[config.mk]
export PLATFORM = sky130hd
export DESIGN_NAME = score_display_scan
export DESIGN_NICKNAME = d
export VERILOG_FILES = /design/src/rtl/score_display_scan.sv
export SDC_FILE = /design/constraint.sdc
export NUM_CORES = 1
export LEC_CHECK = 0
export ABC_CLOCK_PERIOD_IN_PS = 2700
export BUFFER_PORTS_ARGS = -buffer_cell sky130_fd_sc_hd__buf_2
export CAP_MARGIN = 20
export CORE_ASPECT_RATIO = 1.5
export CORE_MARGIN = 8
export CORE_UTILIZATION = 35
export CTS_CLUSTER_DIAMETER = 150
export DETAILED_ROUTE_END_ITERATION = 10
export REMOVE_ABC_BUFFERS = 1
export SLEW_MARGIN = 20
export SYNTH_ARGS = -nofsm -noshare
export SYNTH_HDL_FRONTEND = slang
export SYNTH_SLANG_ARGS = --single-unit
[constraint.sdc]
create_clock -name clk -period 2.7 [get_ports clk]
set_clock_uncertainty 0.15 [all_clocks]
set_input_delay 0.135 -clock clk [delete_from_list [all_inputs] [get_ports clk]]
set_output_delay 0.135 -clock clk [all_outputs]
set_load 0.02 [all_outputs]
[src/rtl/score_display_scan.sv]
// Purpose : binary->BCD scoreboard for two 14-bit scores, scanned onto an 8-digit 7-seg display.
// Latency : display registers follow the inputs 16..31 cycles later; seg/AN are registered, 1 cycle after dig_idx.
// Backpressure: none, free-running. Inputs are sampled once per 16-cycle conversion and ignored in between.
//
// Ports:
//   clk           system clock
//   rst_n         synchronous active-low reset
//   current_score binary score of the active level, shown on digits 0..3 (AN[3:0])
//   high_score    binary high score of the active level, shown on digits 4..7 (AN[7:4])
//   seg           active-low cathodes, seg[0]=a .. seg[6]=g
//   AN            active-low one-hot digit anodes
//   conv_done     one-cycle pulse in the cycle after the display registers update
module score_display_scan #(
    parameter int REFRESH_DIV = 100000
) (
    input  logic        clk,
    input  logic        rst_n,
    input  logic [13:0] current_score,
    input  logic [13:0] high_score,
    output logic [6:0]  seg,
    output logic [7:0]  AN,
    output logic        conv_done
);

    localparam int DIV_W = $clog2(REFRESH_DIV);
    localparam logic [DIV_W-1:0] DIV_LAST = DIV_W'(REFRESH_DIV - 1);
    localparam logic [DIV_W-1:0] DIV_ONE  = DIV_W'(1);

    typedef enum logic [1:0] {
        ST_IDLE,
        ST_SHIFT,
        ST_UPDATE
    } state_t;

    // Anything above four decimal digits is shown as 9999.
    function automatic logic [13:0] saturate(input logic [13:0] v);
        return (v > 14'd9999) ? 14'd9999 : v;
    endfunction

    // Double-dabble correction: every nibble >= 5 gets +3 before the shift.
    function automatic logic [15:0] bcd_adjust(input logic [15:0] b);
        logic [15:0] r;
        r = b;
        for (int i = 0; i < 4; i++) begin
            if (b[i*4 +: 4] >= 4'd5) begin
                r[i*4 +: 4] = b[i*4 +: 4] + 4'd3;
            end
        end
        return r;
    endfunction

    // Active-low gfedcba; out-of-range nibbles blank rather than show garbage.
    function automatic logic [6:0] seg_encode(input logic [3:0] n);
        logic [6:0] s;
        case (n)
            4'd0:    s = 7'h40;
            4'd1:    s = 7'h79;
            4'd2:    s = 7'h24;
            4'd3:    s = 7'h30;
            4'd4:    s = 7'h19;
            4'd5:    s = 7'h12;
            4'd6:    s = 7'h02;
            4'd7:    s = 7'h78;
            4'd8:    s = 7'h00;
            4'd9:    s = 7'h10;
            default: s = 7'h7F;
        endcase
        return s;
    endfunction

    // ------------------------------------------------------------------
    // Converter: IDLE (capture) -> 14 x SHIFT -> UPDATE, 16 cycles total
    // ------------------------------------------------------------------
    state_t      state;
    logic [3:0]  shift_cnt;
    logic [13:0] cur_bin;
    logic [13:0] hi_bin;
    logic [15:0] cur_acc;
    logic [15:0] hi_acc;
    logic [15:0] cur_bcd;
    logic [15:0] hi_bcd;

    logic [15:0] cur_adj;
    logic [15:0] hi_adj;
    logic [29:0] cur_shift;
    logic [29:0] hi_shift;

    // {bcd, bin} is treated as one register pair shifted left as a whole.
    always_comb begin
        cur_adj   = bcd_adjust(cur_acc);
        hi_adj    = bcd_adjust(hi_acc);
        cur_shift = {cur_adj, cur_bin} << 1;
        hi_shift  = {hi_adj, hi_bin} << 1;
    end

    always_ff @(posedge clk) begin
        if (!rst_n) begin
            state     <= ST_IDLE;
            shift_cnt <= 4'd0;
            cur_bin   <= 14'd0;
            hi_bin    <= 14'd0;
            cur_acc   <= 16'd0;
            hi_acc    <= 16'd0;
            cur_bcd   <= 16'd0;
            hi_bcd    <= 16'd0;
            conv_done <= 1'b0;
        end else begin
            conv_done <= 1'b0;
            case (state)
                ST_IDLE: begin
                    cur_bin   <= saturate(current_score);
                    hi_bin    <= saturate(high_score);
                    cur_acc   <= 16'd0;
                    hi_acc    <= 16'd0;
                    shift_cnt <= 4'd0;
                    state     <= ST_SHIFT;
                end
                ST_SHIFT: begin
                    cur_acc   <= cur_shift[29:14];
                    cur_bin   <= cur_shift[13:0];
                    hi_acc    <= hi_shift[29:14];
                    hi_bin    <= hi_shift[13:0];
                    shift_cnt <= shift_cnt + 4'd1;
                    if (shift_cnt == 4'd13) begin
                        state <= ST_UPDATE;
                    end
                end
                ST_UPDATE: begin
                    cur_bcd   <= cur_acc;
                    hi_bcd    <= hi_acc;
                    conv_done <= 1'b1;
                    state     <= ST_IDLE;
                end
                default: begin
                    state <= ST_IDLE;
                end
            endcase
        end
    end

    // ------------------------------------------------------------------
    // Digit selection and leading-zero blanking
    // ------------------------------------------------------------------
    logic [DIV_W-1:0] div_cnt;
    logic [2:0]       dig_idx;
    logic [15:0]      grp;
    logic [3:0]       nib;
    logic             lead_zero;
    logic [6:0]       digit_seg;

    always_comb begin
        grp = dig_idx[2] ? hi_bcd : cur_bcd;
        nib = grp[{dig_idx[1:0], 2'b00} +: 4];
        // Blank when this digit and every higher digit in its group is zero;
        // the ones digit always shows, so a zero score reads "0".
        case (dig_idx[1:0])
            2'd1:    lead_zero = (grp[15:4] == 12'd0);
            2'd2:    lead_zero = (grp[15:8] == 8'd0);
            2'd3:    lead_zero = (grp[15:12] == 4'd0);
            default: lead_zero = 1'b0;
        endcase
        digit_seg = lead_zero ? 7'h7F : seg_encode(nib);
    end

    // ------------------------------------------------------------------
    // Scan: each digit held REFRESH_DIV cycles. AN and seg are registered
    // from the same dig_idx so cathodes and anode switch together.
    // ------------------------------------------------------------------
    always_ff @(posedge clk) begin
        if (!rst_n) begin
            div_cnt <= '0;
            dig_idx <= 3'd0;
            seg     <= 7'h7F;
            AN      <= 8'hFF;
        end else begin
            if (div_cnt == DIV_LAST) begin
                div_cnt <= '0;
                dig_idx <= dig_idx + 3'd1;
            end else begin
                div_cnt <= div_cnt + DIV_ONE;
            end
            AN  <= ~(8'd1 << dig_idx);
            seg <= digit_seg;
        end
    end

endmodule

==> impl_metrics.ini <==
[worst_hold_path]
min_from = rst_n
hp-class = primary input to register

[die]
initial_core_util = 0.356
die_width_um = 125
dieArea_sq_um = 22300
core_area_sq_um = 17300
rows = 59
io_pins = 46
die_height_um = 179

[setup_path]
crit_required_ps = 2830
max_stage_delay_ps = 620
r2r-start = dig_idx[0]
cp_cell_sequence = mux4_1, mux2i_1, inv_1, ha_1, mux2_1, nor2_1, o21ai_1
slowest_stage = mux4_1
cp_top_family = multiplexers
critical_path_buf_inv_count = 1
cp.arrival_ps = 2520
cp-end-kind = register
cp-start-kind = register
path_class = register to register
crit_fanout = 8
setup.worst_path.start = dig_idx[0]

[yosys]
synth_mux_area_frac = 0.0500
synth_top_family_by_area = compound AO/OA/AOI/OAI gates
synthArstFlopShare = 0
synth_fa_ha_area_frac = 0.0628
synthCells = 690
ys_warn_count = 0
syn-cell-area_sq_um = 6180
ys_ff_latch = 134
ys.flop_type = dfxtp_1
ys_seq_area_frac = 0.434
synth_compound_gate_area_share = 0.201
synth-simple-area-share = 0.166
synth.distinct_cells = 48
synth_edf_count = 0
synth_area_per_cell_sq_um = 8.96
synth_xor_area_frac = 0.0425

[sta]
tns_ps = 0
setup_ws_ps = 308
max_freq_mhz = 418
worst_pin_slew_ps = 561
fin_crit_sh = 0.886
slew_viol_final = 0
fin_crit_ps = 2390
setup_viol = 0
slew_headroom = 0.626
grt_setup_unrepaired = no
finalHoldViolCount = 0

[final_layout]
layout-drive-gt1-share = 0.121
diodes = 0
multi_input_area_sq_um = 3230
seq_area_sq_um = 2680
syn_to_final_growth_pct = 21.5
fillers = 1708
fin_nets = 817
post-route-util = 0.433
final_cell_mix = dfxtp_1 (134), nand2_1 (112), nor2_1 (47)
final_common_cell = dfxtp_1

[clocking]
root_buffer = clkbuf_16
clock_path_buffers = 2
clk-insertion-delay-late_ps = 420
clk_pin_slew_ps = 50
cts_tree = done
cts.sinks = 134
h-tree-depth = 4
ctsHoldBuffers = 27
numCtsBuffers = 17
cts_resized = 0
cts_setup_buffers = 0

[detailed_routing]
vias_per_cell = 5.02
drt_iter0_drc = 196
drt-total-wl_um = 13000
drtAntennaViolNets = 0
drc_errors = 0
vias = 4929
first_pass_iters = 4
post_drt_wl_per_cell_um = 13.3

[global_routing]
grt_overflow = 0
grt_start_max_net_pins = 46
grt_pass1_wl_um = 23000
grt.total_usage = 0.123
antenna_found_initial = 0
grt_pass1_vias = 4950

[job]
cap_violations = 0

[place]
dp.final_hpwl_um = 8950
port_buffers = 45
preCtsSetupSlack_ps = 292
gp_congestion = 0.755

[power]
p_leak_nw = 2.90
vdd_ir_drop_max_mv = 0.479
finalPower_mw = 4.64
p_per_area_nw_per_um2 = 618

[run_status]
status = completed
per-layer routing:
layer | up-vias | global-route usage | wire length, um
met5 | - | 0 | 0
met4 | 0 | 0.0499 | 225
met3 | 21 | 0.0400 | 556
met2 | 77 | 0.218 | 6590
met1 | 2269 | 0.133 | 5640
li1 | 2562 | - | -
cell usage after synthesis, types with 7 or more instances:
library cell  count  share of area
nor3_1            7         0.0057
nor2_1           48          0.029
ha_1             31          0.063
a21boi_0         44          0.053
xnor2_1          17          0.024
dfxtp_1         134           0.43
o211a_1           7          0.011
inv_1            29          0.018
a221oi_1          8          0.011
o21ai_0          37          0.030
nand2_1         112          0.068
o31ai_1          10          0.012
a32o_1            8          0.013
nand3_1          12         0.0097
and3_1            7         0.0071
o22ai_1           9         0.0091
clkbuf_1         32          0.019
xor2_1           13          0.018
nand2b_1         13          0.013
mux2i_1           8          0.013
and2_1           10          0.010
a21oi_1          27          0.022
layout make-up:
type	count	area share
multi-input cells	487	0.431
flip-flops and latches	134	0.357
repair buffers	86	0.0800
clock buffers	19	0.0577
well taps	213	0.0355
clock inverters	12	0.0238
inverters	30	0.0150
registers in the layout (all words and copies together) (netlist names), 2 cells and up:
signal / flops
hi_acc: 16
AN: 8
hi_bin: 14
div_cnt: 17
seg: 7
shift_cnt: 4
dig_idx: 3
hi_bcd: 16
cur_bcd: 16
state: 2
cur_acc: 16
cur_bin: 14
power by group:
group	leakage [nW]	internal [mW]	total (mW)	switching [mW]
Combinational	1.52	0.102	0.206	0.103
Clock	0.289	1.54	2.40	0.861
Sequential	1.09	2.02	2.04	0.0199
Total	2.90	3.66	4.64	0.984
logic make-up after synthesis:
| group | count (synthesis) |
|---|---|
| multiplexers | 18 |
| XOR/XNOR | 30 |
| AO/OA/AOI/OAI | 178 |
| flip-flops | 134 |
| AND/OR/NAND/NOR | 230 |
| adder cells (fa/ha/maj) | 31 |
| buffers and inverters | 69 |
tightest hold or removal path: stages:
cell and delay, ps:
buf_2 160, o31ai_1 90, a21oi_1 100, o21ai_0 80
final timing paths:
| check | endpoint | slack [ps] | cells after the start |
|---|---|---|---|
| setup / recovery | seg[6] | 310 | 7 |
| hold / removal | seg[5] | 50 | 4 |
| setup reg to reg | seg[6] | 310 | 7 |
| hold reg to reg | cur_acc[0] | 300 | 2 |
stage by stage:
| stage | instances | hold WS, ps | cell area, sq um |
|---|---|---|---|
| 6_report | 981 | 47.3 | 7510 |
| 3_5_place_dp | 923 | 276 | 6630 |
| 5_1_grt | 981 | 65.1 | 7510 |
| 2_1_floorplan | 651 | 53.9 | 6030 |
| 3_3_place_gp | 923 | 271 | 6630 |
| 4_1_cts | 981 | 35.0 | 7510 |
No activity file was read; power rests on OpenSTA's default activity.
